<file path="config.mk">
export PLATFORM = sky130hd
export DESIGN_NAME = i2c_reg_target
export DESIGN_NICKNAME = d
export VERILOG_FILES = /design/src/rtl/i2c_reg_target.sv
export SDC_FILE = /design/constraint.sdc
export NUM_CORES = 1
export LEC_CHECK = 0
export ABC_AREA = 1
export CAP_MARGIN = 30
export CORE_UTILIZATION = 28
export CTS_BUF_LIST = sky130_fd_sc_hd__clkbuf_8
export DETAILED_ROUTE_END_ITERATION = 10
export PLACE_DENSITY = 0.51
export SETUP_SLACK_MARGIN = 0.1
export SLEW_MARGIN = 20
export SYNTH_ARGS = -nofsm -noshare
export SYNTH_HDL_FRONTEND = slang
export SYNTH_SLANG_ARGS = --single-unit
</file>
<file path="constraint.sdc">
create_clock -name clk -period 1.5 [get_ports clk]
set_clock_uncertainty 0.05 [all_clocks]
set_input_delay 0.45 -clock clk [delete_from_list [all_inputs] [get_ports clk]]
set_output_delay 0.45 -clock clk [all_outputs]
set_load 0.02 [all_outputs]
</file>
<file path="src/rtl/i2c_reg_target.sv">
// I2C write-only register target: 16-bit register / 16-bit value writes become one-cycle strobes.
// Define I2C_TGT_AUTOINC_EN to ACK further value pairs and write them to consecutive addresses.
module i2c_reg_target #(
  parameter logic [6:0] I2C_ADDR = 7'h0A,
  parameter int unsigned FILT_LEN = 3
) (
  input  logic        clk,
  input  logic        rst_n,
  input  logic        scl_i,
  input  logic        sda_i,
  output logic        sda_oe,
  output logic [15:0] wr_addr,
  output logic [15:0] wr_data,
  output logic        wr_stb,
  output logic        busy
);

`ifdef I2C_TGT_AUTOINC_EN
  localparam logic AUTOINC = 1'b1;
`else
  localparam logic AUTOINC = 1'b0;
`endif

  typedef enum logic [1:0] {ST_IDLE, ST_RX, ST_ACK, ST_IGNORE} state_t;

  // Index 0 = SCL, index 1 = SDA for the synchronizer/filter arrays.
  logic [1:0] sync1_q, sync1_d, sync2_q, sync2_d;
  logic [1:0] filt_q, filt_d, prev_q, prev_d;
  logic [2:0] cnt_q [2];
  logic [2:0] cnt_d [2];

  always_comb begin
    sync1_d = {sda_i, scl_i};
    sync2_d = sync1_q;
    prev_d  = filt_q;
    filt_d  = filt_q;
    for (int i = 0; i < 2; i++) begin
      cnt_d[i] = 3'd0;
      if (sync2_q[i] != filt_q[i]) begin
        if (cnt_q[i] == 3'(FILT_LEN - 1)) filt_d[i] = sync2_q[i];
        else cnt_d[i] = cnt_q[i] + 3'd1;
      end
    end
  end

  logic scl_f, sda_f, scl_rise, scl_fall, start_det, stop_det;
  assign scl_f     = filt_q[0];
  assign sda_f     = filt_q[1];
  assign scl_rise  = scl_f & ~prev_q[0];
  assign scl_fall  = ~scl_f & prev_q[0];
  assign start_det = scl_f & prev_q[0] & prev_q[1] & ~sda_f;
  assign stop_det  = scl_f & prev_q[0] & ~prev_q[1] & sda_f;

  state_t      state_q, state_d;
  logic [2:0]  bit_cnt_q, bit_cnt_d, byte_idx_q, byte_idx_d;
  logic        full_q, full_d, seq_q, seq_d, busy_q, busy_d;
  logic        stb_q, stb_d, oe_q, oe_d, ack;
  logic [7:0]  shift_q, shift_d, reg_hi_q, reg_hi_d, reg_lo_q, reg_lo_d, val_hi_q, val_hi_d;
  logic [15:0] wr_addr_q, wr_addr_d, wr_data_q, wr_data_d;

  always_comb begin
    state_d    = state_q;
    bit_cnt_d  = bit_cnt_q;
    byte_idx_d = byte_idx_q;
    full_d     = full_q;
    seq_d      = seq_q;
    busy_d     = busy_q;
    shift_d    = shift_q;
    reg_hi_d   = reg_hi_q;
    reg_lo_d   = reg_lo_q;
    val_hi_d   = val_hi_q;
    wr_addr_d  = wr_addr_q;
    wr_data_d  = wr_data_q;
    stb_d      = 1'b0;
    ack        = 1'b1;
    if (stop_det) begin
      state_d    = ST_IDLE;
      bit_cnt_d  = 3'd0;
      byte_idx_d = 3'd0;
      full_d     = 1'b0;
      seq_d      = 1'b0;
      busy_d     = 1'b0;
    end else if (start_det) begin
      state_d    = ST_RX;
      bit_cnt_d  = 3'd0;
      byte_idx_d = 3'd0;
      full_d     = 1'b0;
      seq_d      = 1'b0;
    end else begin
      case (state_q)
        ST_RX: begin
          if (scl_rise && !full_q) begin
            shift_d   = {shift_q[6:0], sda_f};
            bit_cnt_d = bit_cnt_q + 3'd1;
            if (bit_cnt_q == 3'd7) full_d = 1'b1;
          end else if (scl_fall && full_q) begin
            full_d = 1'b0;
            case (byte_idx_q)
              3'd0: begin
                ack    = (shift_q == {I2C_ADDR, 1'b0});
                busy_d = ack;
              end
              3'd1: reg_hi_d = shift_q;
              3'd2: reg_lo_d = shift_q;
              3'd3: val_hi_d = shift_q;
              3'd4: begin
                // A follow-on pair (auto-increment) targets the address after the last strobe.
                wr_addr_d = seq_q ? wr_addr_q + 16'd1 : {reg_hi_q, reg_lo_q};
                wr_data_d = {val_hi_q, shift_q};
                stb_d     = 1'b1;
                seq_d     = AUTOINC;
              end
              default: ack = 1'b0;
            endcase
            state_d = ack ? ST_ACK : ST_IGNORE;
          end
        end
        ST_ACK: begin
          if (scl_fall) begin
            state_d = ST_RX;
            if (byte_idx_q == 3'd4) byte_idx_d = AUTOINC ? 3'd3 : 3'd5;
            else byte_idx_d = byte_idx_q + 3'd1;
          end
        end
        default: ;
      endcase
    end
    oe_d = (state_d == ST_ACK);
  end

  always_ff @(posedge clk or negedge rst_n) begin
    if (!rst_n) begin
      sync1_q    <= 2'b11;
      sync2_q    <= 2'b11;
      filt_q     <= 2'b11;
      prev_q     <= 2'b11;
      cnt_q[0]   <= 3'd0;
      cnt_q[1]   <= 3'd0;
      state_q    <= ST_IDLE;
      bit_cnt_q  <= 3'd0;
      byte_idx_q <= 3'd0;
      full_q     <= 1'b0;
      seq_q      <= 1'b0;
      busy_q     <= 1'b0;
      shift_q    <= 8'd0;
      reg_hi_q   <= 8'd0;
      reg_lo_q   <= 8'd0;
      val_hi_q   <= 8'd0;
      wr_addr_q  <= 16'd0;
      wr_data_q  <= 16'd0;
      stb_q      <= 1'b0;
      oe_q       <= 1'b0;
    end else begin
      sync1_q    <= sync1_d;
      sync2_q    <= sync2_d;
      filt_q     <= filt_d;
      prev_q     <= prev_d;
      cnt_q[0]   <= cnt_d[0];
      cnt_q[1]   <= cnt_d[1];
      state_q    <= state_d;
      bit_cnt_q  <= bit_cnt_d;
      byte_idx_q <= byte_idx_d;
      full_q     <= full_d;
      seq_q      <= seq_d;
      busy_q     <= busy_d;
      shift_q    <= shift_d;
      reg_hi_q   <= reg_hi_d;
      reg_lo_q   <= reg_lo_d;
      val_hi_q   <= val_hi_d;
      wr_addr_q  <= wr_addr_d;
      wr_data_q  <= wr_data_d;
      stb_q      <= stb_d;
      oe_q       <= oe_d;
    end
  end

  assign sda_oe  = oe_q;
  assign wr_addr = wr_addr_q;
  assign wr_data = wr_data_q;
  assign wr_stb  = stb_q;
  assign busy    = busy_q;

endmodule

</file>
# --- Word-level counts from Yosys, hierarchy flattened ---
# Index checks and enable logic that the tools add are counted.
word_totals:
  register_bits: 91
  latchBits: 0
  ram_bits: 0
  rom_bits: 0
  in_bits: 4
  output_inout_bits: 35
  word_cells: 135
  mem_count: 0
classes:
  addsub: 5
  multipliers: 0
  div: 0
  n_lt_le_gt_ge: 0
  eq_ne: 17
  shifts: 0
  mux: 51
  n_bitwise: 14
  reduce_logical: 27
ops:
  columns: ["operator", "count"]
  rows:
  - ["$mux W3", 13]
  - ["$mux W1", 30]
  - ["$reduce_and A6 Y1", 4]
  - ["$reduce_bool A3 Y1", 6]
  - ["$add A16 B1 Y16 const B", 1]
  - ["$mux W16", 1]
  - ["$add A3 B1 Y3 const B", 4]
  - ["$eq A3 B2 Y1 const B", 4]
  - ["$mux W2", 5]
  - ["$eq A8 B5 Y1 const B", 1]
  - ["$reduce_and A2 Y1", 4]
  - ["$reduce_and A4 Y1", 2]
  - ["$and A1 B1 Y1", 7]
  - ["$not A1 Y1", 7]
  - ["$eq A3 B3 Y1 const B", 2]
  - ["$reduce_bool A2 Y1", 3]
  - ["$reduce_and A5 Y1", 1]
  - ["$eq A2 B2 Y1 const B", 2]
  - ["$ne A4 B3 Y1 const B", 1]
  - ["$pmux W2 S2", 1]
  - ["$reduce_bool A4 Y1", 1]
  - ["$reduce_or A4 Y1", 1]
  - ["$eq A3 B1 Y1 const B", 1]
  - ["$logic_not A3 Y1", 1]
  - ["other kinds (9)", 11]

# --- Depth between registers and ports, before layout ---
# Gate-level depths: netlist of run 1.
logic_depth:
  ltp_word: 15
  mapped_depth: 12
  mapped_depth_nobuf: 12

# --- Least setup slack after synthesis of run 1 ---
# OpenSTA, ideal clock, no wires.
synth_path:
  path_kind: "reg-to-reg"
  startpoint: "reg prev_q[0]"
  endpoint: "reg wr_addr_q[0], in the netlist wr_addr[0]"
  setup_time_ns: 0.125
  t_arrival_ns: 1.539
  t_required_ns: 1.325
  setup_slack_ns: -0.213
  path_stages_with_launch: 9
  n_path_buf: 1
  path_cell_list: "dfstp_2 nand2_2 nor2_4 inv_2 nor2_4 inv_4 nor2_8 buf_6 mux2_2"
synth_via:
  elab_chain_len: 5
  word_cells_on_any_way: 14
synth_rtl:
  columns: ["item", "line", "text"]
  rows:
  - ["from (decl)", "28", "logic [1:0] filt_q, filt_d, prev_q, prev_d;"]
  - ["from (signal assigned)", "157", "prev_q <= prev_d;"]
  - ["$and A1 B1 Y1 or $not A1 Y1 (tied branches)", "51, 52, 49", null]
  - ["$and A1 B1 Y1 (on tied branches)", "52, 49, 51", null]
  - ["$and A1 B1 Y1 (tied with other cells)", "52", "assign stop_det = scl_f & prev_q[0] & ~prev_q[1] & sda_f;"]
  - ["$not A1 Y1 (no line)", null, null]
  - ["$reduce_and A6 Y1 (no line) *", null, null]
  - ["to (signal assigned)", "170", "wr_addr_q <= wr_addr_d;"]
  - ["to (decl)", "59", "logic [15:0] wr_addr_q, wr_addr_d, wr_data_q, wr_data_d;"]
# Every way passes the cells marked *; elsewhere a longest branch is shown, timed or not.
# A chain may end at the register's enable or synchronous reset.

# --- Final worst setup path of run 1 ---
# Ends and elaborated chain as after synthesis.

==> results of run 1 <==
metal layers:
| layer | global-route usage, % | share of wire [%] |
|---|---|---|
| met5 | 0 | 0 |
| met1 | 15.5 | 43 |
| met2 | 22.7 | 51 |
| met3 | 4.20 | 3.5 |
| met4 | 6.50 | 2.2 |
timing repair:
item | 4_1_cts | 5_1_grt
setup buffers | 23 | 10
pin swaps | 14 | 10
endpoints found under the setup margin | 111 | 111
hold buffers | 1 | 0
gates cloned | 2 | 4
resized for setup | 258 | 49
endpoints found under the hold margin | 6 | 0
worst paths after layout:
path,endpoint,depth (start not counted),slack (ns)
setup reg to reg,wr_addr[0],9,-0.27
max in group asynchronous,prev_q[0],3,0.46
hold / removal,sync2_q[0],0,0.31
setup / recovery,wr_addr[0],9,-0.27
min in group asynchronous,state_q[0],2,0.42
hold reg to reg,sync2_q[0],0,0.31
where the power goes:
group	leakage, nW	internal (mW)	switching (mW)
Clock	0.0941	0.650	0.894
Sequential	1.22	2.72	0.190
Combinational	1.39	1.16	1.21
cell type report:
type,count,area share [%]
Tap cell,172,3.86
Multi-Input combinational cell,206,26.1
Clock buffer,10,2.47
Sequential cell,90,40.5
Inverter,43,3.07
Clock inverter,6,0.763
Timing Repair Buffer,122,23.2
stage by stage:
stage / instance area (µm²) / TNS [ns]
after global placement: 4650 / -12.64
final: 5580 / -11.25
after CTS: 5270 / -10.82
after global routing: 5580 / -17.67
after detailed placement: 4650 / -14.24
after floorplan: 3720 / -3.17
synth_stat cells, types with 3 or more instances:
| cell | instances | area, µm² |
|---|---|---|
| sky130_fd_sc_hd__inv_1 | 40 | 150 |
| sky130_fd_sc_hd__dfstp_2 | 8 | 210 |
| sky130_fd_sc_hd__nor2_1 | 39 | 146 |
| sky130_fd_sc_hd__nor3_1 | 7 | 35.0 |
| sky130_fd_sc_hd__buf_2 | 5 | 25.0 |
| sky130_fd_sc_hd__a21oi_1 | 32 | 160 |
| sky130_fd_sc_hd__ha_1 | 9 | 113 |
| sky130_fd_sc_hd__dfrtp_1 | 82 | 2050 |
| sky130_fd_sc_hd__nand2_1 | 48 | 180 |
| sky130_fd_sc_hd__o21ai_0 | 32 | 160 |
| sky130_fd_sc_hd__nor2_4 | 3 | 33.8 |
| sky130_fd_sc_hd__mux2_2 | 12 | 135 |
| sky130_fd_sc_hd__nand3_1 | 5 | 25.0 |
layout by cell type (no fill, tap or decap), types with 5 or more instances in the layout:
cell type                  synthesis  final
sky130_fd_sc_hd__nand2_2           1     10
sky130_fd_sc_hd__nand2_4           0      5
sky130_fd_sc_hd__nand2_1          48     34
sky130_fd_sc_hd__buf_4             2     57
sky130_fd_sc_hd__inv_1            40     37
sky130_fd_sc_hd__o21ai_0          32     14
sky130_fd_sc_hd__a21oi_2           0     15
sky130_fd_sc_hd__mux2_4            0      7
sky130_fd_sc_hd__dfstp_2           8      8
sky130_fd_sc_hd__o21ai_2           0      7
sky130_fd_sc_hd__buf_12            0      9
sky130_fd_sc_hd__o21ai_1           0     11
sky130_fd_sc_hd__nor2_4            3      9
sky130_fd_sc_hd__clkbuf_8          0     10
sky130_fd_sc_hd__nor2_2            1      6
sky130_fd_sc_hd__dfrtp_1          82     82
sky130_fd_sc_hd__nor3_1            7      6
sky130_fd_sc_hd__nor2_1           39     28
sky130_fd_sc_hd__buf_6             2     48
sky130_fd_sc_hd__mux2_2           12      6
sky130_fd_sc_hd__a21oi_1          32     17
worst max-delay path: stages (launching register included):
cell and delay, ns:
sky130_fd_sc_hd__dfstp_2 0.56, sky130_fd_sc_hd__nand2_4 0.06, sky130_fd_sc_hd__nor2_4 0.09, sky130_fd_sc_hd__inv_2 0.04, sky130_fd_sc_hd__buf_6 0.11, sky130_fd_sc_hd__nor2_4 0.11, sky130_fd_sc_hd__inv_4 0.06, sky130_fd_sc_hd__nor2_8 0.11
sky130_fd_sc_hd__buf_12 0.14, sky130_fd_sc_hd__mux2_2 0.33
cell families (layout without fill, tap and decap cells):
family,count (synthesis),after routing,share of synthesized area (%)
buffers and inverters,52,181,6.21
xor gates and xnor gates,3,3,0.721
DFF,90,90,62.1
adders and majority gates,9,9,3.09
and+or+nand+nor,108,108,13.0
AOI/OAI and AO/OA,70,70,10.1
muxes,16,16,4.87
state kept, by name, summed over array words and instances (netlist names):
signal / cells
wr_addr: 16
wr_data: 16
reg_hi_q: 8
reg_lo_q: 8
shift_q: 8
val_hi_q: 8
cnt_q: 6
bit_cnt_q: 3
byte_idx_q: 3
filt_q: 2
prev_q: 2
state_q: 2
sync1_q: 2
sync2_q: 2
busy: 1
full_q: 1
sda_oe: 1
wr_stb: 1
==> tab_implementation.tex, run 1 <==
\begin{tabular}{lr}
\hline
Metric & Value \\
\hline
\multicolumn{2}{l}{\textbf{Run status}} \\
\quad Status & finished with violations \\
\quad Violated checks & negative setup slack \\
\multicolumn{2}{l}{\textbf{Power}} \\
\quad PnR Total Power & 6.82 mW \\
\quad Worst-case vdd ir drop & 0.000710 V \\
\quad Leakage & 2.70 nW \\
\quad Cell area power density & 1220 nW/µm² \\
\multicolumn{2}{l}{\textbf{Routing}} \\
\quad Number of vias after detailed routing & 2822 \\
\quad Sum of routed wire length over all layers & 8550 µm \\
\quad Via count normalized by instance count & 4.35 \\
\quad Routed wirelength normalized by instance count & 13.2 µm \\
\quad Antenna viol nets, final & 0 \\
\quad 1st-iter DRT viols & 88 \\
\quad Detailed-routing iteration count for the pre-antenna-repair pass & 5 \\
\quad Total DRC errors in the routed layout & 0 \\
\multicolumn{2}{l}{\textbf{STA}} \\
\quad Pins Over Slew Limit & 0 \\
\quad Min Tclk post-route & 1.77 ns \\
\quad Slack of the critical path & -0.271 ns \\
\quad Top achievable clock speed & 0.565 GHz \\
\quad Part of the cycle the worst path needs & 118\% \\
\quad Max\_slew headroom & 77.4\% \\
\quad Setup repair after global routing missed its margin & true \\
\quad Count of final setup violators & 58 \\
\quad Final-layout worst hold slack & 0.312 ns \\
\quad Hold violation count in the final report & 0 \\
\quad Transition time at the pin with the least slew margin & 0.338 ns \\
\multicolumn{2}{l}{\textbf{Floorplan}} \\
\quad Die height & 116 µm \\
\quad Area of the die & 13500 µm² \\
\quad Width of the die & 116 µm \\
\quad Count of standard-cell rows & 41 \\
\quad Area of the core & 12700 µm² \\
\quad Starting density of the core & 28.8\% \\
\quad I/O Pins & 39 \\
\multicolumn{2}{l}{\textbf{Global routing}} \\
\quad Global router's overall resource usage & 13.4\% \\
\quad Via count of the first global-routing pass & 2790 \\
\quad Grt total ovfl & 0 \\
\quad First-pass GRT wire length & 13400 µm \\
\quad Largest net degree at the start of global routing & 34 \\
\quad Antenna violations before repair & 0 \\
\multicolumn{2}{l}{\textbf{Place}} \\
\quad Placer congestion estimate & 0.812 \\
\quad Estimated wirelength of the detail-placed design & 5420 µm \\
\quad Cell Count Post-Placement & 594 \\
\quad Count of buffers inserted at the top-level ports & 38 \\
\quad Placement-stage worst setup slack & -0.349 ns \\
\multicolumn{2}{l}{\textbf{Finish}} \\
\quad Non-Filler Instances & 649 \\
\quad Share of the core filled with cells & 44.0\% \\
\quad Final nets & 485 \\
\quad Area of the multi-input gates & 1450 µm² \\
\quad Diodes inserted & 0 \\
\quad Sequential cell area in the final layout & 2260 µm² \\
\quad Fraction of layout cells with a size suffix above 1 & 46.8\% \\
\quad Number of filler cells placed in the layout & 1229 \\
\quad Synthesis-to-layout area growth & 53.1\% \\
\multicolumn{2}{l}{\textbf{Setup path}} \\
\quad Critical path data required time & 1.71 ns \\
\quad Startpoint of the most critical setup path & prev\_q[0] \\
\quad Largest driver fanout on the critical path & 11 \\
\quad Worst setup EP type & register \\
\quad Launch point of the worst reg-to-reg path & prev\_q[0] \\
\quad Worst Path Arrival & 1.98 ns \\
\quad Startpoint type of the worst setup path & register \\
\quad Worst setup path category & reg2reg \\
\multicolumn{2}{l}{\textbf{CTS}} \\
\quad Number of buffers created by CTS & 9 \\
\quad Clock latency reported for the late side of the worst-skew pair & 0.38 ns \\
\quad Deepest clock path buffer count & 2 \\
\quad H-Tree Depth & 3 \\
\quad Clock-pin transition on the worst setup and hold timing paths & 0.09 ns \\
\quad Clock Root Buffer & sky130\_fd\_sc\_hd\_\_clkbuf\_8 \\
\quad CTS tree & built \\
\quad Clk sinks & 90 \\
\multicolumn{2}{l}{\textbf{Job}} \\
\quad Number of max-cap violations & 0 \\
\multicolumn{2}{l}{\textbf{Synthesis}} \\
\quad Seq/Total Area, Yosys & 62.1\% \\
\quad Net Count, Synth & 361 \\
\quad Cell area after synthesis & 3640 µm² \\
\quad Post-Synthesis Mean Instance Area & 10.5 µm² \\
\quad Cell variety after synth & 31 \\
\quad Synthesized netlist cell count & 348 \\
\quad Total of warnings raised by yosys & 0 \\
\quad Post-synth top flop & sky130\_fd\_sc\_hd\_\_dfrtp\_1 \\
\quad Number of enable-type register cells in the synthesized netlist & 0 \\
\quad \#FFs+latches synth & 90 \\
\quad Post-synthesis async set-or-reset flop share & 100\% \\
\multicolumn{2}{l}{\textbf{Min path}} \\
\quad Critical hold path startpoint & sync1\_q[0] \\
\quad Class of the tightest hold or removal check & reg2reg \\
\hline
\end{tabular}
No activity file was read; power rests on OpenSTA's default activity.
==> run 2, diff against run 1 <==
Settings changed: CELL_PAD_IN_SITES_DETAIL_PLACEMENT set to 0, CELL_PAD_IN_SITES_GLOBAL_PLACEMENT set to 1, PLACE_DENSITY 0.51 to 0.6.
==> run 2 against run 1 <==
Effect of this change: the flow still finishes with violations (negative setup slack); worst hold slack got worse by 0.0011 ns; cell count is 0.15% lower; non-clock buffer count unchanged; sequential power grew 3%; global-route usage fell by 0.061 points; critical path depth decreased by 1; critical path type unchanged; largest power group unchanged.
==> tab_implementation.tex, run 2 (same netlist as run 1, synthesis figures left out) <==
\begin{tabular}{lr}
\hline
Metric & Value \\
\hline
\multicolumn{2}{l}{\textbf{Setup path}} \\
\quad Worst setup EP type & register \\
\quad Largest driver fanout on the critical path & 9 \\
\quad Endpoint of the worst register-to-register path & wr\_addr[15] \\
\quad Worst Path Arrival & 1.93 ns \\
\quad Launch point of the worst reg-to-reg path & prev\_q[0] \\
\quad Sequence of cells on the critical path & nand2\_4, nor2\_4, inv\_2, nor2\_4, inv\_4, nor2\_8, buf\_12, mux2\_2 \\
\quad Critical path data required time & 1.72 ns \\
\quad Max stage delay on crit path & 0.57 ns \\
\quad Startpoint type of the worst setup path & register \\
\quad Cell depth of the worst flop-to-flop path & 8 \\
\quad Worst setup path category & reg2reg \\
\quad Reg-to-reg slack, setup & -0.21 ns \\
\quad Most frequent CP cell & sky130\_fd\_sc\_hd\_\_nor2\_4 \\
\quad Slowest stage cell on the critical path & sky130\_fd\_sc\_hd\_\_dfstp\_2 \\
\multicolumn{2}{l}{\textbf{STA}} \\
\quad Setup repair after global routing missed its margin & true \\
\quad Slack of the critical path & -0.207 ns \\
\quad Top achievable clock speed & 0.586 GHz \\
\quad Part of the cycle the worst path needs & 114\% \\
\quad Transition time at the pin with the least slew margin & 0.318 ns \\
\quad Hold violation count in the final report & 0 \\
\quad Max\_slew headroom & 78.8\% \\
\quad Min Tclk post-route & 1.71 ns \\
\quad Count of final setup violators & 64 \\
\quad Pins Over Slew Limit & 0 \\
\multicolumn{2}{l}{\textbf{Min path}} \\
\quad Min-Delay Endpoint & sync2\_q[0] \\
\quad Hold depth & 0 \\
\quad Class of the tightest hold or removal check & reg2reg \\
\quad Critical hold path startpoint & sync1\_q[0] \\
\multicolumn{2}{l}{\textbf{Global routing}} \\
\quad First-pass GRT wire length & 13300 µm \\
\quad Antenna violations before repair & 0 \\
\quad Grt total ovfl & 0 \\
\quad Global router's overall resource usage & 13.4\% \\
\quad Via count of the first global-routing pass & 2699 \\
\quad Largest net degree at the start of global routing & 46 \\
\multicolumn{2}{l}{\textbf{CTS}} \\
\quad Clock-pin transition on the worst setup and hold timing paths & 0.09 ns \\
\quad H-Tree Depth & 3 \\
\quad Clk sinks & 90 \\
\quad CTS tree & built \\
\quad Deepest clock path buffer count & 2 \\
\quad Clock latency reported for the late side of the worst-skew pair & 0.38 ns \\
\quad Clock Root Buffer & sky130\_fd\_sc\_hd\_\_clkbuf\_8 \\
\quad Number of buffers created by CTS & 9 \\
\multicolumn{2}{l}{\textbf{Finish}} \\
\quad Final nets & 485 \\
\quad Share of the core filled with cells & 45.9\% \\
\quad Area of all placed cells without fillers & 5810 µm² \\
\quad Number of filler cells placed in the layout & 1208 \\
\quad Diodes inserted & 0 \\
\quad Synthesis-to-layout area growth & 59.5\% \\
\quad Commonest non-fill, non-tap cell in the layout & sky130\_fd\_sc\_hd\_\_dfrtp\_1 \\
\quad Commonest cells after routing, fill and taps aside & 80 x sky130\_fd\_sc\_hd\_\_dfrtp\_1, 55 x sky130\_fd\_sc\_hd\_\_buf\_4, 50 x sky130\_fd\_sc\_hd\_\_buf\_6 \\
\quad Fraction of layout cells with a size suffix above 1 & 55.3\% \\
\multicolumn{2}{l}{\textbf{Run status}} \\
\quad Violated checks & negative setup slack \\
\quad Status & finished with violations \\
\multicolumn{2}{l}{\textbf{Power}} \\
\quad Cell area power density & 1230 nW/µm² \\
\quad Worst-case vdd ir drop & 0.000781 V \\
\quad Leakage & 2.88 nW \\
\multicolumn{2}{l}{\textbf{Floorplan}} \\
\quad Area of the core & 12700 µm² \\
\quad I/O Pins & 39 \\
\quad Count of standard-cell rows & 41 \\
\quad Area of the die & 13500 µm² \\
\quad Width of the die & 116 µm \\
\quad Die height & 116 µm \\
\quad Starting density of the core & 28.8\% \\
\multicolumn{2}{l}{\textbf{Place}} \\
\quad Placer congestion estimate & 0.717 \\
\quad Placement-stage worst setup slack & -0.186 ns \\
\quad Total cell area at the placement stage & 4630 µm² \\
\quad Count of buffers inserted at the top-level ports & 38 \\
\quad Estimated wirelength of the detail-placed design & 5150 µm \\
\multicolumn{2}{l}{\textbf{Routing}} \\
\quad Number of vias after detailed routing & 2772 \\
\quad Antenna viol nets, final & 0 \\
\quad 1st-iter DRT viols & 122 \\
\quad Detailed-routing iteration count for the pre-antenna-repair pass & 4 \\
\quad Routed wirelength normalized by instance count & 13.0 µm \\
\quad Total DRC errors in the routed layout & 0 \\
\quad Sum of routed wire length over all layers & 8410 µm \\
\quad Via count normalized by instance count & 4.28 \\
\multicolumn{2}{l}{\textbf{Job}} \\
\quad Number of max-cap violations & 0 \\
\hline
\end{tabular}
## run 2: per-layer routing
| layer | track usage [%] | up-vias | share of wire [%] |
|---|---|---|---|
| met2 | 21.8 | 37 | 51 |
| met5 | 0 | - | 0 |
| met1 | 16.6 | 1351 | 44 |
| met4 | 4.10 | 0 | 1.2 |
| met3 | 4.72 | 9 | 3.5 |
| li1 | - | 1375 | - |
## run 2: how the worst max path moves through the flow
stage | slack [ns] | cells past startpoint | endpoint | start
after global routing | -0.30 | 8 | wr_addr[15] | prev_q[0]
after detailed placement | -0.19 | 8 | wr_data[8] | prev_q[0]
final | -0.21 | 8 | wr_addr[15] | prev_q[0]
after CTS | -0.18 | 8 | wr_addr[15] | prev_q[0]
after global placement | -0.16 | 8 | wr_data[8] | prev_q[0]
after floorplan | -0.20 | 8 | wr_addr[0] | prev_q[0]
## run 2: power by group
part	internal (mW)	switching (mW)	total [mW]
registers	2.72	0.265	2.99
clock network	0.986	0.888	1.87
logic	1.12	1.18	2.30
total	4.83	2.33	7.16
## run 2: area by class of cell
class                   instances  area (µm²)  share of cell area, %
repair buffers                122        1300                   22.3
flip-flops and latches         90        2260                   39.0
multi-input cells             206        1640                   28.2
clock inverters                 5        85.1                   1.46
inverters                      43         169                   2.91
well taps                     172         215                   3.70
clock buffers                  10         138                   2.37
## run 2: timing repair
action                                  4_1_cts  5_1_grt
endpoints found under the hold margin         4        0
cloned                                        4        1
endpoints found under the setup margin      111      112
hold buffers                                  1        0
buffers inserted                             27       20
pin swaps                                     9       15
gates resized for setup                     298       83
## run 2: per-stage QoR
step / hold WS (ns) / std cells / power (mW) / setup TNS (ns)
floorplan: 0.104 / 348 / 3.84 / -3.17
global placement: 0.224 / 589 / 4.52 / -4.61
detailed placement: 0.224 / 589 / 4.54 / -6.06
CTS: 0.312 / 635 / 6.96 / -6.73
global route: 0.316 / 648 / 7.57 / -14.16
finish: 0.311 / 648 / 7.16 / -7.28
## run 2: critical path, delay by kind of cell (launching register included)
| kind | cells | cell delay, ns |
|---|---|---|
| AND/OR/NAND/NOR | 4 | 0.38 |
| buffers and inverters | 3 | 0.28 |
| multiplexers | 1 | 0.33 |
| flip-flops | 1 | 0.57 |
